<file path="src/rtl/dma_queue_seq.sv">
// Descriptor-queue sequencer: buffers 9-byte DMA descriptors written by the Z80
// and replays each one onto the DMA register strobes, ending with the launch write.
module dma_queue_seq #(
    parameter int unsigned FIFO_AW = 6,
    parameter int unsigned ACT_TMO = 3
) (
    input  logic       clk,
    input  logic       rst_n,
    input  logic       q_wr,
    input  logic [7:0] q_data,
    input  logic       q_flush,
    input  logic       dma_act,
    output logic [8:0] dmaport_wr,
    output logic [7:0] zdata,
    output logic       seq_own,
    output logic       busy,
    output logic       q_empty,
    output logic       q_full,
    output logic       q_ovf,
    output logic [2:0] desc_cnt,
    output logic       seq_int
);
    localparam int unsigned DEPTH = 1 << FIFO_AW;
    localparam int unsigned TW    = (ACT_TMO > 1) ? $clog2(ACT_TMO) : 1;

    typedef enum logic [2:0] {
        S_IDLE, S_LOAD, S_WAIT_ACT, S_WAIT, S_DONE
    } state_t;

    state_t             state_q, state_d;
    logic [FIFO_AW-1:0] wptr_q, wptr_d, rptr_q, rptr_d;
    logic [FIFO_AW:0]   cnt_q, cnt_d;
    logic [3:0]         widx_q, widx_d, ridx_q, ridx_d;
    logic [2:0]         desc_q, desc_d;
    logic [TW-1:0]      tmo_q, tmo_d;
    logic               ovf_q, ovf_d, pend_q, pend_d, sup_q, sup_d;
    logic [8:0]         wr_q, wr_d;
    logic [7:0]         zd_q, zd_d;
    logic               own_q, own_d, int_q, int_d;
    logic [7:0]         mem [DEPTH];
    logic               full, push, pop, desc_inc, desc_dec, apply;

    always_comb begin
        full     = (cnt_q == (FIFO_AW+1)'(DEPTH));
        push     = q_wr && !full && !q_flush;
        pop      = (state_q == S_LOAD);
        state_d  = state_q;
        wptr_d   = wptr_q;
        rptr_d   = rptr_q;
        cnt_d    = cnt_q;
        widx_d   = widx_q;
        ridx_d   = ridx_q;
        tmo_d    = tmo_q;
        ovf_d    = ovf_q;
        pend_d   = pend_q;
        sup_d    = sup_q;
        wr_d     = '0;
        zd_d     = '0;
        own_d    = 1'b0;
        desc_inc = push && (widx_q == 4'd8);
        desc_dec = 1'b0;
        apply    = 1'b0;

        if (push) begin
            wptr_d = wptr_q + 1'b1;
            widx_d = (widx_q == 4'd8) ? '0 : widx_q + 4'd1;
        end
        if (q_wr && full && !q_flush) ovf_d = 1'b1;

        case (state_q)
            S_IDLE: begin
                if (desc_q != '0 && !dma_act && !q_flush) begin
                    state_d  = S_LOAD;
                    ridx_d   = '0;
                    desc_dec = 1'b1;
                    sup_d    = 1'b0;
                end
            end
            S_LOAD: begin
                own_d  = 1'b1;
                zd_d   = mem[rptr_q];
                rptr_d = rptr_q + 1'b1;
                case (ridx_q)
                    4'd6:    wr_d = 9'h040;
                    4'd7:    wr_d = 9'h100;
                    4'd8:    wr_d = 9'h080;
                    default: wr_d = 9'd1 << ridx_q;
                endcase
                if (q_flush) pend_d = 1'b1;
                // A flush seen mid-descriptor takes effect only once the launch byte is out
                if (ridx_q == 4'd8) begin
                    state_d = S_WAIT_ACT;
                    tmo_d   = '0;
                    apply   = q_flush || pend_q;
                end else begin
                    ridx_d = ridx_q + 4'd1;
                end
            end
            S_WAIT_ACT: begin
                if (dma_act)                            state_d = S_WAIT;
                else if (tmo_q == TW'(ACT_TMO - 1))     state_d = S_DONE;
                else                                    tmo_d   = tmo_q + 1'b1;
            end
            S_WAIT:  if (!dma_act) state_d = S_DONE;
            S_DONE:  state_d = S_IDLE;
            default: state_d = S_IDLE;
        endcase

        if (state_q != S_LOAD && q_flush) apply = 1'b1;

        case ({push, pop})
            2'b10:   cnt_d = cnt_q + 1'b1;
            2'b01:   cnt_d = cnt_q - 1'b1;
            default: cnt_d = cnt_q;
        endcase
        desc_d = desc_q + {2'b00, desc_inc} - {2'b00, desc_dec};

        if (apply) begin
            wptr_d = '0;
            rptr_d = '0;
            cnt_d  = '0;
            widx_d = '0;
            desc_d = '0;
            ovf_d  = 1'b0;
            pend_d = 1'b0;
            if (state_q != S_IDLE) sup_d = 1'b1;
        end

        int_d = (state_d == S_DONE) && (desc_d == '0) && !sup_d;
    end

    always_ff @(posedge clk) begin
        if (!rst_n) begin
            state_q <= S_IDLE;
            wptr_q  <= '0;
            rptr_q  <= '0;
            cnt_q   <= '0;
            widx_q  <= '0;
            ridx_q  <= '0;
            desc_q  <= '0;
            tmo_q   <= '0;
            ovf_q   <= 1'b0;
            pend_q  <= 1'b0;
            sup_q   <= 1'b0;
            wr_q    <= '0;
            zd_q    <= '0;
            own_q   <= 1'b0;
            int_q   <= 1'b0;
        end else begin
            state_q <= state_d;
            wptr_q  <= wptr_d;
            rptr_q  <= rptr_d;
            cnt_q   <= cnt_d;
            widx_q  <= widx_d;
            ridx_q  <= ridx_d;
            desc_q  <= desc_d;
            tmo_q   <= tmo_d;
            ovf_q   <= ovf_d;
            pend_q  <= pend_d;
            sup_q   <= sup_d;
            wr_q    <= wr_d;
            zd_q    <= zd_d;
            own_q   <= own_d;
            int_q   <= int_d;
        end
    end

    always_ff @(posedge clk) begin
        if (push) mem[wptr_q] <= q_data;
    end

    assign dmaport_wr = wr_q;
    assign zdata      = zd_q;
    assign seq_own    = own_q;
    assign seq_int    = int_q;
    assign q_ovf      = ovf_q;
    assign desc_cnt   = desc_q;
    assign q_empty    = (cnt_q == '0);
    assign q_full     = full;
    assign busy       = (state_q != S_IDLE) || (desc_q != '0);
endmodule
</file>
<file path="config.mk">
export PLATFORM = sky130hd
export DESIGN_NAME = dma_queue_seq
export DESIGN_NICKNAME = d
export VERILOG_FILES = /design/src/rtl/dma_queue_seq.sv
export SDC_FILE = /design/constraint.sdc
export NUM_CORES = 1
export LEC_CHECK = 0
export ABC_AREA = 1
export BUFFER_PORTS_ARGS = -buffer_cell sky130_fd_sc_hd__buf_2
export CAP_MARGIN = 5
export CORE_MARGIN = 1.5
export CORE_UTILIZATION = 30
export CTS_CLUSTER_DIAMETER = 80
export DETAILED_ROUTE_END_ITERATION = 6
export PLACE_DENSITY_LB_ADDON = 0.05
export SYNTH_ARGS = -nofsm -noshare
export SYNTH_HDL_FRONTEND = slang
export SYNTH_SLANG_ARGS = --single-unit
</file>
<file path="constraint.sdc">
create_clock -name clk -period 4.46 [get_ports clk]
set_input_delay 0.892 -clock clk [delete_from_list [all_inputs] [get_ports clk]]
set_output_delay 0.892 -clock clk [all_outputs]
set_load 0.01 [all_outputs]
</file>
Word-level counts from Yosys, hierarchy flattened --
Memories as Yosys holds them, arrays and structs flattened. A register that Yosys moved wholly into a read port is not among the register bits. Index checks and enable logic that the tools add are counted.
Word-level totals: bits in registers 49, latch bits 0, bits in writable memories 512, memory bits (read-only) 0, output and inout port bits 26, memories 1
Memory list:
- mem | depth 64, bits a word 8, read ports 1, clocked after Yosys merged registers in 1, write ports 1, RTL line 40 | logic [7:0] mem [DEPTH];
Operators by class: $add $sub $neg 9, multipliers 0, divide/modulo/power cells 0, magnitude comparators 0, equality and inequality tests 18, shifts and indexed selects 1, mux-type cells 29, bitwise operators 1, reductions and logical operators 30
Operator list (count):
- 9-bit one-hot mux with 3 select lines | 1
- 3-bit 2-to-1 mux | 6
- 7-bit one-hot mux with 2 select lines | 1
- 6-bit by 1-bit adder with 6-bit output, second input constant | 2
- 1-bit 2-to-1 mux | 12
- 4-bit 2-to-1 mux | 3
- 3-bit one-hot mux with 4 select lines | 1
- 1-bit logical AND | 10
- 1-bit by 4-bit << shifter with 9-bit output, first input constant | 1
- 4-bit by 1-bit adder with 4-bit output, second input constant | 2
- 4-bit by 3-bit == test with 1-bit output, second input constant | 2
- 4-bit == test, second input constant | 2
- 2-bit inequality test, second input constant | 4
- 4-bit one-hot mux with 2 select lines | 1
- 7-bit by 1-bit adder with 7-bit output, second input constant | 1
- 7-bit == test, second input constant | 1
- 7-bit logical NOT | 1
- 7-bit by 1-bit subtractor with 7-bit output, second input constant | 1
- 3-bit by 2-bit == test with 1-bit output, second input constant | 2
- 3-bit logical NOT | 2
- 2-bit 2-to-1 mux | 3
- 2-bit nonzero test | 3
- 3-bit nonzero test | 2
- 1-bit logical NOT | 5
- 16 further kinds | 19

Depth between registers and ports, before layout --
depth after elaboration 11, gate-level depth with buffers 17

Least setup slack after synthesis --
OpenSTA, ideal clock, no wires.
path kind in2reg, start input q_flush, end register int_q (netlist: seq_int), arrival 2.706 ns, data required time 4.396 ns, setup slack 1.690 ns, stages 12, buffers on the path 0, cells stage by stage inv_1 -> nand2_1 -> nor2_4 -> nand4_1 -> ha_1 -> inv_1 -> ha_1 -> fa_1 -> xor2_1 -> o31ai_1 -> nand2_1 -> nor2_1
On the way: longest elaborated chain between the ends 9
Ends and longest elaborated chain:
- start: declaration | RTL line 11 | input logic q_flush,
- 1-bit logical NOT | RTL line 45, 72
- 1-bit logical AND (on tied branches) | RTL line 45, 72
- 1-bit logical AND / 1-bit 2-to-1 mux (equally long branches) | RTL line 60, 72
- 3-bit by 1-bit adder with 3-bit output / 1-bit 2-to-1 mux (equally long branches) | RTL line 116, 70
- 3-bit by 1-bit subtractor with 3-bit output | RTL line 116 | desc_d = desc_q + {2'b00, desc_inc} - {2'b00, desc_dec};
- 3-bit 2-to-1 mux | RTL line 118 | if (apply) begin
- 3-bit logical NOT | RTL line 129 | int_d = (state_d == S_DONE) && (desc_d == '0) && !sup_d;
- 1-bit logical AND | RTL line 129
- 1-bit logical AND * | RTL line 129
- end signal: assignment | RTL line 164 | int_q <= int_d;
- end: declaration | RTL line 39 | logic own_q, own_d, int_q, int_d;
Mark *: on every way between the ends. The rest lies on a longest branch, timed or not. A chain may end at the register's enable or synchronous reset.

==> qor.csv <==
stage;metric;value;unit
run_status;status;finished, final reports clean;
sta;Setup Viol. Count Final;0;
synth;Synth Cell Area;24300;sq um
clock_network;clock slew at reported path FFs;0.06;ns
sta;Slew Viols, Final;0;
clock_network;clock sink total;569;
grt;initial antenna violation count;1;
clock_network;CTS Root Cell;clkbuf_16;
setup_path;Worst Path Arrival;3.57;ns
sta;Final Skew;0.0257;ns
run;max_cap viols;0;
synth;Post-Syn Nets;2346;
finish;share of cells above drive strength 1;0.0894;
synth;Post-Syn Instances;2312;
clock_network;Bufs on Longest Clock Path;3;
sta;Final Cycle Share;0.707;
sta;min Tclk post-route;3.15;ns
power_and_ir_drop;Leak;10.8;nW
grt;vias in the first global route;16400;
finish;ant diodes;0;
routing;TritonRoute pass-1 iters;5;
grt;largest net degree at the start of global routing;141;
sta;Final Hold Viols;0;
placed_design;routability cong.;0.835;
worst_hold_path;Hold Path Sink;state_q[0]$_SDFF_PN0_;
setup_path;Reg2Reg Depth;10;
setup_path;critical path required time;4.87;ns
routing;First DRT Iteration DRCs;1166;
finish;Final nets;2405;
routing;vias;16100;
sta;relative slew slack;0.297;
placed_design;HPWL Detailed;45.3;mm
worst_hold_path;Min-Delay Path Depth;1;
synth;register bit total from synthesis;569;
sta;total negative slack;0;ns
grt;Total GRT Usage;0.180;
routing;Post-route DRC;0;
floorplanning;num rows;104;
routing;final antenna-violating net count;0;
setup_path;internal reg-to-reg setup slack;1.31;ns
clock_network;number of H-tree levels;3;
setup_path;reg2reg start;rptr_q[1]$_SDFFE_PP0P_;
clock_network;total CTS buffers;68;
floorplanning;area of the core;80400;sq um
grt;remaining global-route overflow;0;
routing;met2 WL;34.3;mm
setup_path;crit path kind;flop to flop;
power_and_ir_drop;pwr dens;414;nW/um^2
synth;async set-or-reset flop fraction in the synthesized netlist;0;
finish;Filler Cells Inserted;8199;
synth;synth warn;0;
worst_hold_path;HP Start;state_q[2]$_SDFF_PN0_;
synth;Post-synth EDFFs;512;
clock_network;worst-skew pair later-pin latency;0.61;ns
setup_path;Crit Reg-Reg Endpoint;zdata[2]$_SDFF_PN0_;
power_and_ir_drop;peak supply drop;0.233;mV
sta;worst slew pin tran;1.05;ns
routing;Met1 Wirelength;34.9;mm
sta;f_max;317;MHz
synth;Avg Cell Area, Syn;10.5;sq um
placed_design;PortBufs;38;
routing;Avg WL per Cell;21.1;um
synth;Distinct cells, synth;39;
routing;Max Used Layer;met4;
clock_network;setup bufs post-CTS;0;
grt;first-pass GRT wire length;109;mm
routing;total wire length;73.6;mm
floorplanning;Starting Density;0.302;
clock_network;Resized cells post-CTS;0;
finish;final core occ;0.347;
sta;unrepaired setup endpoints after global routing;false;
routing;vias per cell;4.62;
routing;DR WL met3;2.53;mm
setup_path;Max FO, Critical Path;39;
synth;sequential fraction of the synthesis area;0.679;
finish;Synth-to-Final Area Change;14.7;%
worst_hold_path;Worst Hold Class;flop to flop;
floorplanning;Top Ports;39;
clock_network;number of hold buffers added after cts;0;
floorplanning;Die W;288;um
floorplanning;Die ar.;82800;sq um
synth;most used flip-flop cell after synthesis;edfxtp_1;
floorplanning;Die H;288;um
setup_path;crit path capture type;flop;
clock_network;CTS tree;built;
setup_path;CP Launch Type;flop;
-- worst max-delay path by stage --
stage / from / endpoint / slack, ns / cells after the start
2_1_floorplan: q_flush / seq_int$_SDFF_PN0_ / 1.69 / 12
3_3_place_gp: q_flush / mem[35][4]$_DFFE_PP_ / 0.86 / 8
3_5_place_dp: q_flush / mem[35][5]$_DFFE_PP_ / 0.74 / 8
4_1_cts: rptr_q[1]$_SDFFE_PP0P_ / zdata[2]$_SDFF_PN0_ / 1.29 / 10
5_1_grt: cnt_q[0]$_SDFFE_PP0P_ / mem[35][1]$_DFFE_PP_ / 1.11 / 8
6_report: rptr_q[1]$_SDFFE_PP0P_ / zdata[2]$_SDFF_PN0_ / 1.31 / 10
-- critical path, stage by stage, from the launching register on --
cell	delay, ns
dfxtp_4	0.65
clkinv_2	0.80
buf_4	0.52
nand3_1	0.13
nand2_1	0.08
nand2_1	0.07
nand2_1	0.08
nor2_1	0.18
nand2_1	0.16
nand3_1	0.10
a21oi_1	0.12
-- registers in the layout, indices dropped and copies added, names as in the netlist, 4 cells and up --
| signal | cells |
|---|---|
| dmaport_wr | 9 |
| rptr_q | 6 |
| wptr_q | 6 |
| zdata | 8 |
| widx_q | 4 |
| mem | 512 |
| cnt_q | 7 |
| ridx_q | 4 |
-- final cells by class --
cell class / instances / area, sq um / share of cell area
Sequential cell: 569 / 16500 / 0.593
Multi-Input combinational cell: 1393 / 6190 / 0.222
Clock inverter: 33 / 334 / 0.0120
Inverter: 241 / 916 / 0.0329
Timing Repair Buffer: 98 / 696 / 0.0250
Clock buffer: 92 / 1900 / 0.0680
Tap cell: 1060 / 1330 / 0.0476
-- cell usage after synthesis, drive strengths merged, types with 10 or more instances --
cell type	instances	area (sq um)
nor2	248	946
inv	238	898
ha	19	238
edfxtp	512	15400
o21ai	81	405
nor3	14	86.3
and3	10	62.6
nand3	292	1480
dfxtp	57	1140
buf	85	611
nand2	641	2410
clkbuf	24	91.3
a21oi	56	280
-- routing by layer --
metal  track usage  up-vias
met1         0.249     7873
li1              -     7836
met5             0        -
met3        0.0270      104
met2         0.293      303
met4        0.0501        0
-- cell usage in the layout, fill, tap and decap left out, drive strengths merged --
master,Yosys,routed
nand2,641,641
o211a,1,1
ha,19,19
nand4,7,7
clkbuf,24,92
o31ai,1,1
nor3,14,14
bufinv,0,5
nand3,292,292
or2,2,2
fa,2,2
xor2,8,8
a31oi,3,3
nor4,4,4
buf,85,98
clkinv,3,26
a211oi,2,2
nor2,248,248
clkinvlp,0,2
o21ai,81,81
dfxtp,57,57
a21oi,56,56
edfxtp,512,512
and3,10,10
inv,238,241
xnor2,2,2
-- cell families (layout without fill, tap and decap cells) --
logic type      after synthesis  after routing  synth area share
simple gates               1218           1218             0.209
buf+inv                     350            464            0.0663
fa+ha+maj                    21             21            0.0114
xor+xnor                     10             10           0.00360
flops                       569            569             0.679
compound gates              144            144            0.0303
-- through the flow --
step / cells / setup WS [ns] / cell area (sq um) / hold WS [ns] / total power [mW]
finish: 3486 / 1.31 / 27900 / 0.464 / 11.5
global route: 3486 / 1.11 / 27900 / 0.497 / 11.9
CTS: 3485 / 1.29 / 27900 / 0.468 / 11.7
detailed placement: 3360 / 0.740 / 25600 / 0.448 / 6.12
global placement: 3360 / 0.860 / 25600 / 0.454 / 6.12
floorplan: 2312 / 1.69 / 24300 / 0.424 / 5.96
-- report_power, final --
part	switching [mW]	internal [mW]
clock	2.24	3.29
combinational	0.158	0.0285
sequential	0.00350	5.81
Note: power is estimated with default switching activity, not from simulation.
